<file path="src/rtl/pipeline_hazard_controller.sv">
// Hazard/stall controller for a five-stage pipeline: load-use bubbles, branch
// flushes, memory wait with timeout, and saturating stall/flush statistics.
//
// state    | meaning
// ---------+-------------------------------------------------------------
// RUN      | normal issue; hazards resolved combinationally this cycle
// MEM_WAIT | data memory access outstanding, IF/ID/EX frozen, timeout armed
// ERROR    | memory timeout; pipeline held and bubbled until reset
module pipeline_hazard_controller (
  input  logic        CLK,
  input  logic        RST_N,
  input  logic [3:0]  ID_Rn,
  input  logic [3:0]  ID_Rm,
  input  logic        ID_Rn_Used,
  input  logic        ID_Rm_Used,
  input  logic        EX_Load,
  input  logic        EX_rf,
  input  logic [3:0]  EX_Rd,
  input  logic        Branch_Taken,
  input  logic        Mem_Access,
  input  logic        Mem_Ready,
  output logic        PC_LE,
  output logic        IFID_LE,
  output logic        EXMEM_LE,
  output logic        IFID_CLR,
  output logic        IDEX_CLR,
  output logic        MEMWB_CLR,
  output logic        Error,
  output logic [1:0]  State,
  output logic [15:0] Stall_Count,
  output logic [7:0]  Flush_Count
);

  typedef enum logic [1:0] {
    RUN      = 2'b00,
    MEM_WAIT = 2'b01,
    ERROR    = 2'b10
  } state_t;

  state_t     state, state_nxt;
  logic [3:0] wait_cnt, wait_cnt_nxt;
  logic       mem_stall;
  logic       load_use;
  logic       flush_evt;

  assign mem_stall = Mem_Access & ~Mem_Ready;
  assign load_use  = EX_Load & EX_rf &
                     ((ID_Rn_Used & (ID_Rn == EX_Rd)) |
                      (ID_Rm_Used & (ID_Rm == EX_Rd)));

  always_ff @(posedge CLK or negedge RST_N) begin
    if (!RST_N) begin
      state    <= RUN;
      wait_cnt <= 4'd0;
    end else begin
      state    <= state_nxt;
      wait_cnt <= wait_cnt_nxt;
    end
  end

  always_comb begin
    state_nxt    = state;
    wait_cnt_nxt = wait_cnt;
    flush_evt    = 1'b0;
    PC_LE        = 1'b1;
    IFID_LE      = 1'b1;
    EXMEM_LE     = 1'b1;
    IFID_CLR     = 1'b0;
    IDEX_CLR     = 1'b0;
    MEMWB_CLR    = 1'b0;

    case (state)
      RUN, MEM_WAIT: begin
        if (mem_stall) begin
          PC_LE     = 1'b0;
          IFID_LE   = 1'b0;
          EXMEM_LE  = 1'b0;
          MEMWB_CLR = 1'b1;
          if (state == RUN) begin
            state_nxt    = MEM_WAIT;
            wait_cnt_nxt = 4'd0;
          end else if (wait_cnt == 4'hF) begin
            state_nxt = ERROR;
          end else begin
            wait_cnt_nxt = wait_cnt + 4'd1;
          end
        end else begin
          // Releasing from MEM_WAIT resolves the other hazards in the same cycle.
          state_nxt = RUN;
          if (Branch_Taken) begin
            IFID_CLR  = 1'b1;
            IDEX_CLR  = 1'b1;
            flush_evt = 1'b1;
          end else if (load_use) begin
            PC_LE    = 1'b0;
            IFID_LE  = 1'b0;
            IDEX_CLR = 1'b1;
          end
        end
      end
      default: begin
        PC_LE     = 1'b0;
        IFID_LE   = 1'b0;
        EXMEM_LE  = 1'b0;
        IFID_CLR  = 1'b1;
        IDEX_CLR  = 1'b1;
        MEMWB_CLR = 1'b1;
      end
    endcase

    // Hold the pipeline and bubble every stage for as long as reset is low.
    if (!RST_N) begin
      flush_evt = 1'b0;
      PC_LE     = 1'b0;
      IFID_LE   = 1'b0;
      EXMEM_LE  = 1'b0;
      IFID_CLR  = 1'b1;
      IDEX_CLR  = 1'b1;
      MEMWB_CLR = 1'b1;
    end
  end

  always_ff @(posedge CLK or negedge RST_N) begin
    if (!RST_N) begin
      Stall_Count <= 16'd0;
      Flush_Count <= 8'd0;
    end else begin
      if (!PC_LE && (Stall_Count != 16'hFFFF))
        Stall_Count <= Stall_Count + 16'd1;
      if (flush_evt && (Flush_Count != 8'hFF))
        Flush_Count <= Flush_Count + 8'd1;
    end
  end

  assign Error = (state != RUN) && (state != MEM_WAIT);
  assign State = state;

endmodule
</file>
<file path="config.mk">
export PLATFORM = sky130hd
export DESIGN_NAME = pipeline_hazard_controller
export DESIGN_NICKNAME = d
export VERILOG_FILES = /design/src/rtl/pipeline_hazard_controller.sv
export SDC_FILE = /design/constraint.sdc
export NUM_CORES = 1
export LEC_CHECK = 0
export BUFFER_PORTS_ARGS = -buffer_cell sky130_fd_sc_hd__clkbuf_2
export CORE_ASPECT_RATIO = 0.75
export CORE_UTILIZATION = 54
export CTS_CLUSTER_SIZE = 10
export DETAILED_ROUTE_END_ITERATION = 10
export PLACE_DENSITY = 0.84
export SLEW_MARGIN = 15
export SYNTH_ARGS = -nofsm -noshare
export SYNTH_HDL_FRONTEND = slang
export SYNTH_SLANG_ARGS = --single-unit
</file>
<file path="constraint.sdc">
create_clock -name CLK -period 3.06 [get_ports CLK]
set_input_delay 0.765 -clock CLK [delete_from_list [all_inputs] [get_ports CLK]]
set_output_delay 0.765 -clock CLK [all_outputs]
set_load 0.05 [all_outputs]
</file>
==> results of run 1 <==
==> layout by cell type (no fill, tap or decap), types with 4 or more instances in the layout <==
cell / count
nand2_1: 15
and3_2: 4
dfrtp_1: 30
clkbuf_8: 6
nand4_1: 8
mux2_2: 4
clkbuf_2: 53
xnor2_1: 25
nand3_1: 7
o2111ai_1: 5
o211ai_1: 6
and3_1: 4
==> cell type report <==
type                       count  area [um2]  area share
multi-input combinational    117         887       0.429
clock inverter                 1        5.00     0.00242
clock buffer                   7        86.3      0.0417
sequential                    30         751       0.363
tap                           38        47.5      0.0230
timing repair buffer          56         288       0.139
inverter                       1        3.75     0.00181
==> logic make-up after synthesis <==
kind of cell | synth area share
adders and majority gates | 0.0224
buffers and inverters | 0.0254
muxes | 0.0337
and+or+nand+nor | 0.204
DFF | 0.449
AOI/OAI and AO/OA | 0.119
xor gates and xnor gates | 0.147
==> final timing paths <==
path | cells past startpoint | end
max in group asynchronous | 2 | Flush_Count[4]$_DFFE_PN0P_
min in group asynchronous | 2 | Stall_Count[13]$_DFFE_PN0P_
worst min-delay path | 1 | Flush_Count[4]$_DFFE_PN0P_
worst min register to register | 1 | Flush_Count[4]$_DFFE_PN0P_
worst max register to register | 6 | Stall_Count[1]$_DFFE_PN0P_
worst max-delay path | 6 | IDEX_CLR
==> report_power, final <==
| part | internal, mW | switching, mW |
|---|---|---|
| Clock | 0.181 | 0.146 |
| Sequential | 0.484 | 0.111 |
| Combinational | 0.182 | 0.457 |
==> routing by layer <==
| metal | track usage | share of wire | up-vias |
|---|---|---|---|
| met5 | 0 | 0 | - |
| met2 | 0.425 | 0.49 | 51 |
| met4 | 0.0780 | 0.0049 | 0 |
| li1 | - | - | 673 |
| met3 | 0.0591 | 0.067 | 2 |
| met1 | 0.322 | 0.44 | 684 |
==> flip-flops by register name (all words and copies together) (netlist names) <==
name and flops:
wait_cnt 4, Flush_Count 8, Stall_Count 16, State 2
==> metrics list, run 1 <==
- Of the cells placed in the final design, the portion with a size suffix greater than 1 is 0.387.
- Nature of the critical path startpoint: input port
- The repair_antennas step left the layout with diodes totalling 0.
- Utilization after layout: 0.705
- The flow ran to the end, and the final reports show no timing, DRC or antenna violations.
- Post-CTS Setup Repair Bufs: 0
- After clock tree synthesis, the flow added hold-fix buffers numbering 0.
- Minimum setup slack among reg-to-reg paths: 1.26 ns
- For this run, the post-layout net count is 235.
- The floorplan has 17 rows.
* Synth cell types: 42
- The worst pin sits at a relative slew slack of 0.744.
* Least-Margin Pin Slew: 0.384 ns
- Setup repair after global routing missed its margin: no
* Max VDD drop: 584 uV
- Warning count from the yosys run: 0
* Worst hold-check slack: 0.484 ns
* Total chip power: 1.56 mW
- Routability-driven placement finished with a final weighted congestion of 0.792.
* Number of nets produced by synthesis: 177
* #FFs+latches synth: 30
* Crit-path slowest cell: clkbuf_2
- The number of endpoints with negative hold slack in the final report came to 0.
- By count the netlist is led by dfrtp_1 (30), xnor2_1 (25), nand2_1 (15), nand4_1 (8), nand3_1 (7).
- CTS tree: built
- Violation count after the first detailed-routing iteration: 97
* Cts bufs inserted: 5
* Leading area contributor after synthesis: dfrtp_1
- Slowest stage delay, CP: 0.27 ns
- Beginning of the worst hold path: Flush_Count[4]$_DFFE_PN0P_
- Worst-case setup margin in the final layout: 0.467 ns
- CP Launch Point: EX_Rd[3]
- In the final routed layout, each cell accounts on average for 14.8 um.
- The most numerous cell type found on the critical path is clkbuf_2.
- The final route contains 1,410 vias.
- Portion of synthesized cell area occupied by the leading cell type: 0.449
* Total I/O pin count: 54
* I/O Buffers: 53
- The first global-routing pass estimated 6.27 mm of wire.
* Final period utilization: 0.848
- The die is 66.3 um wide.
* Final standard cell area without fillers: 2070 um2
- In this run the number of H-tree levels came out at 2.
* Fmax: 0.386 GHz
- Total Routing Usage GR: 0.252
* Most common cell in the synthesized netlist: dfrtp_1
- Area Overhead vs Synth: 23.6%
- The first detailed-routing pass ran for 4 iterations.
- Summing all placed instances gives a cell area of 1980 um2.
- Together, buffers and inverters on the worst path number 2.
- The number of max-slew violations in the final report was 0.
- After clock tree synthesis, the clock-pin slew on the worst setup and hold paths is 0.06 ns.
- Area of the die: 3330 um2
* Total routed wirelength: 3.69 mm
- Most frequently used flop master after synthesis: dfrtp_1
- Post-Syn Instances: 153
- Entering global routing, the biggest net connects 31 pins.
- Buffer cell driving the clock tree root: clkbuf_8
- Walking the worst path, the cells encountered are clkbuf_2 > xnor2_1 > nand3_1 > o22ai_1 > a41o_1 > clkbuf_2.
* Signal arrival time at the worst endpoint: 1.83 ns
* Required @ worst endpoint: 2.29 ns
- The count of nets left with antenna violations once routing finished came out at 0.
- In this run the standard cell core region covers 2940 um2.
- For the worst-skew pair, the clock arrives at the later sink with an insertion delay of 0.28 ns.
- The clock passes through at most 2 buffers.
- Post-CTS Resized: 0
- DR vias/cell: 5.64
- Final setup skew: 0.00481 ns
- Sequential element share of the synthesized area: 0.449
- Total of max-cap violations: 0
- STA classifies the critical path endpoint as a primary output.
- Worst-case setup slack after placement: 0.469 ns
- # clock sinks: 30
- Synthesized cell area: 1670 um2
- DP Wirelength: 2.80 mm
- The analysis attributes to cell leakage a power of 0.996 nW.
* Start of the worst register-to-register path: State[1]$_DFFE_PN0P_
* Final instance count without filler cells: 250
* Dominant delay contributor by cell family on the critical path: buffers and inverters
- Post-detailed-route DRC marker count: 0
- FFs w/ async S/R, synth: 1.00
- Critical path fanouts, max: 2
- Initial core utilization: 0.570
- For the final routed database, the setup TNS stands at 0 ns.
- The average instance in the mapped netlist occupies 10.9 um2.
- The die is 50.2 um tall.
* Aggregate global routing overflow: 0
- The worst setup path is of the in2out kind.
- Post-layout minimum cycle time: 2.59 ns
- The number of antenna violations at the first check in global routing is 0.
- Filler cell count in the final layout: 218
- The via count of the first global-routing pass came to 1,388.
- In this run, synthesis inferred 0 flip-flops with an integrated enable.
- The worst hold path belongs to the class reg2reg.
- Total setup violations reported at the end of the flow: 0
- Areal power density over the cells: 755 nW/um2
- The number of placed instances, taps included, is 242.
- Synth area leaders: dfrtp_1 (45%), xnor2_1 (13%), nand2_1 (3.4%)
No activity file was read; power rests on OpenSTA's default activity.
==> run 2, diff against run 1 <==
--- a/config.mk
+++ b/config.mk
@@ -7,10 +7,10 @@
 export LEC_CHECK = 0
 export BUFFER_PORTS_ARGS = -buffer_cell sky130_fd_sc_hd__clkbuf_2
 export CORE_ASPECT_RATIO = 0.75
-export CORE_UTILIZATION = 54
+export CORE_UTILIZATION = 50
 export CTS_CLUSTER_SIZE = 10
 export DETAILED_ROUTE_END_ITERATION = 10
-export PLACE_DENSITY = 0.84
+export PLACE_DENSITY = 0.79
 export SLEW_MARGIN = 15
 export SYNTH_ARGS = -nofsm -noshare
 export SYNTH_HDL_FRONTEND = slang
==> constraint.sdc (replaced) <==
create_clock -name CLK -period 2.6 [get_ports CLK]
set_input_delay 0.65 -clock CLK [delete_from_list [all_inputs] [get_ports CLK]]
set_output_delay 0.65 -clock CLK [all_outputs]
set_load 0.05 [all_outputs]
==> metrics list, run 2 (synthesis results as in run 1) <==
* Post-layout minimum cycle time: 2.44 ns
- The number of antenna violations at the first check in global routing came to 0.
- Hold-fix buffer count after cts: 0
- In this run the cell area measured after placement is 1980 um2.
- The later pin in the worst-skew pair is clocked with a latency of 0.28 ns.
- End of the worst register-to-register path: Stall_Count[1]$_DFFE_PN0P_
- Internal power comes to 998 uW.
* Post-detailed-route DRC marker count: 0
* Category of the critical setup timing path: in2out
- Total of max-cap violations: 0
- Area Overhead vs Synth: 23.7%
- Final period utilization: 0.937
- Count of H-tree levels built during CTS: 2
- Slowest stage delay, CP: 0.28 ns
- STA classifies the critical path startpoint as an input port.
- Fraction of layout instances using a drive strength above 1: 0.387
- The min-delay analysis places its worst path in the category in2async.
- The detailed router finished its first iteration with 54 violations.
- Number of cell instances on the worst register-to-register path: 6
* Final count of pins violating max slew: 0
* Most frequent cells in the layout: clkbuf_2 (53), dfrtp_1 (30), xnor2_1 (25)
- Number of logic stages on the critical path including buffering: 6
- Setup total negative slack on the finished layout was measured at 0 ns.
- The worst pin sits at a relative slew slack of 0.751.
- CTS tree: built
- Total chip power: 1.83 mW
- Largest regs: Stall_Count (16), Flush_Count (8), wait_cnt (4)
* Minimum setup slack among reg-to-reg paths: 0.79 ns
* Antenna diodes: 0
- Setup repair after global routing missed its margin: no
- Number of nets with antenna violations after detailed routing: 0
* Share of total power in the clock network: 0.206
- The floorplan step set the die height to 52.1 um.
* Sequential cell fraction of total power: 0.384
- Most frequent standard cell in the layout excluding fill and tap cells: clkbuf_2
- At the end of the flow, the number of nets in the layout was 235.
* Total setup violations reported at the end of the flow: 0
* Final standard cell area without fillers: 2070 um2
- Total I/O pin count: 54
- The run finished with clean final reports.
* Number of global-route vias before repair: 1,184
- Buffer cell driving the clock tree root: clkbuf_8
- Largest register FFs: 16
- Cell-by-cell listing of the critical path: clkbuf_2 > xnor2_1 > nand3_1 > o22ai_1 > a41o_1 > clkbuf_2
* Die W: 68.8 um
- At the worst endpoint, the required time is 1.95 ns.
- Critical path fanouts, max: 2
- The clock passes through at most 2 buffers.
* Routed wire length per instance: 13.7 um
- The first global-routing pass estimated 5.34 mm of wire.
* Number of iterations in the first detailed-routing pass: 4
- Endpoint of the worst setup timing path: IDEX_CLR
- Summed over all layers, the global routing overflow is 0.
- Summed over all cells, the static leakage comes to 0.998 nW.
* Part of the total power dissipated in combinational logic: 0.411
* I/O Buffers: 53
- After clock tree synthesis, the clock-pin slew on the worst setup and hold paths is 0.07 ns.
- At the end of the flow the core is filled with cells to 0.676.
* Areal power density over the cells: 883 nW/um2
- The most critical setup path has its startpoint at EX_Rd[2].
* Crit-path slowest cell: clkbuf_2
- Clock skew on the completed layout was measured at 0.00810 ns.
* Total routed wirelength: 3.42 mm
- Area of the die: 3580 um2
- Post-CTS Resized: 0
- The most numerous cell type found on the critical path is clkbuf_2.
- In this run the critical register-to-register path is launched from State[1]$_DFFE_PN0P_.
* # clock sinks: 30
- Of the total power, the share spent switching nets is 0.454.
* Final Hold Viols: 0
- The register with the most flip-flops in the final layout is Stall_Count.
- The core region is 3060 um2.
- Weighted congestion reported at the end of routability-driven placement: 0.791
- Static timing analysis puts the maximum clock frequency at 0.411 GHz.
* P_sw: 830 uW
- Across every metal layer, demand over resource in global routing totals 0.209.
- Least-Margin Pin Slew: 0.373 ns
- Overall via count from detail_route: 1,369
* Max VDD drop: 784 uV
- On the critical path the largest part of the delay comes from compound AO/OA/AOI/OAI gates.
- Initial core utilization: 0.546
- Crit path capture type: primary output
- Entering global routing, the biggest net connects 31 pins.
- Placed Cells: 242
- Clock tree synthesis inserted a total of 5 buffers.
- Buffers added to address setup during post-CTS repair amount to 0.
- Data on the critical path arrives at its endpoint at 1.79 ns.
- Std-Cell Rows: 17
- Excluding fillers, the count of instances in the completed layout stands at 250.
- The number of buffers and inverters on the critical path is 2.
- The HPWL after detailed placement is 2.56 mm.
- DR vias/cell: 5.48
==> run 2: cell count changes in the layout (fill, tap and decap cells not counted) <==
| cell | before | now |
|---|---|---|
| and2_4 | 0 | 1 |
| and2_2 | 1 | 0 |
==> run 2: per-layer routing <==
layer,wire length (um),up-vias,global-route usage,part of all wire
met1,1660,654,0.283,0.48
met5,0,-,0,0
met4,36,0,0.0884,0.011
met3,222,4,0.0548,0.065
li1,-,667,-,-
met2,1510,44,0.314,0.44
==> run 2: worst min-delay path by stage <==
stage	startpoint	to	slack [ns]	depth (start not counted)
after global routing	RST_N	Stall_Count[4]$_DFFE_PN0P_	0.43	2
after CTS	RST_N	Stall_Count[4]$_DFFE_PN0P_	0.41	2
final	RST_N	Stall_Count[8]$_DFFE_PN0P_	0.40	2
after detailed placement	Flush_Count[4]$_DFFE_PN0P_	Flush_Count[4]$_DFFE_PN0P_	0.49	1
after floorplan	RST_N	Flush_Count[0]$_DFFE_PN0P_	0.35	0
after global placement	Flush_Count[4]$_DFFE_PN0P_	Flush_Count[4]$_DFFE_PN0P_	0.48	1
==> run 2: per-stage QoR <==
stage,hold slack (ns),worst slack [ns]
final,0.403,0.165
after global routing,0.427,0.0456
after CTS,0.414,0.142
after detailed placement,0.493,0.145
after global placement,0.480,0.247
after floorplan,0.354,0.0325
==> run 2: worst reg2reg max path: cells and delay by family (launching register included) <==
family | cells | cell delay (ns)
flip-flops | 1 | 0.45
AND/OR/NAND/NOR | 2 | 0.43
multiplexers | 1 | 0.35
buffers and inverters | 2 | 0.25
AO/OA/AOI/OAI | 1 | 0.21
==> run 2: final cells by class <==
class                      instances  area [um2]
sequential                        30         751
clock buffer                       7        86.3
fill                             233         993
timing repair buffer              56         288
clock inverter                     1        5.00
inverter                           1        3.75
tap                               38        47.5
multi-input combinational        117         888
==> run 2: power by group through the flow <==
stage	Sequential (mW)	Clock (mW)	Combinational [mW]
3_5_place_dp	0.705	0	0.752
5_1_grt	0.717	0.404	0.795
4_1_cts	0.696	0.382	0.756
6_report	0.701	0.376	0.751
3_3_place_gp	0.693	0	0.741
2_1_floorplan	1.02	0	0.243
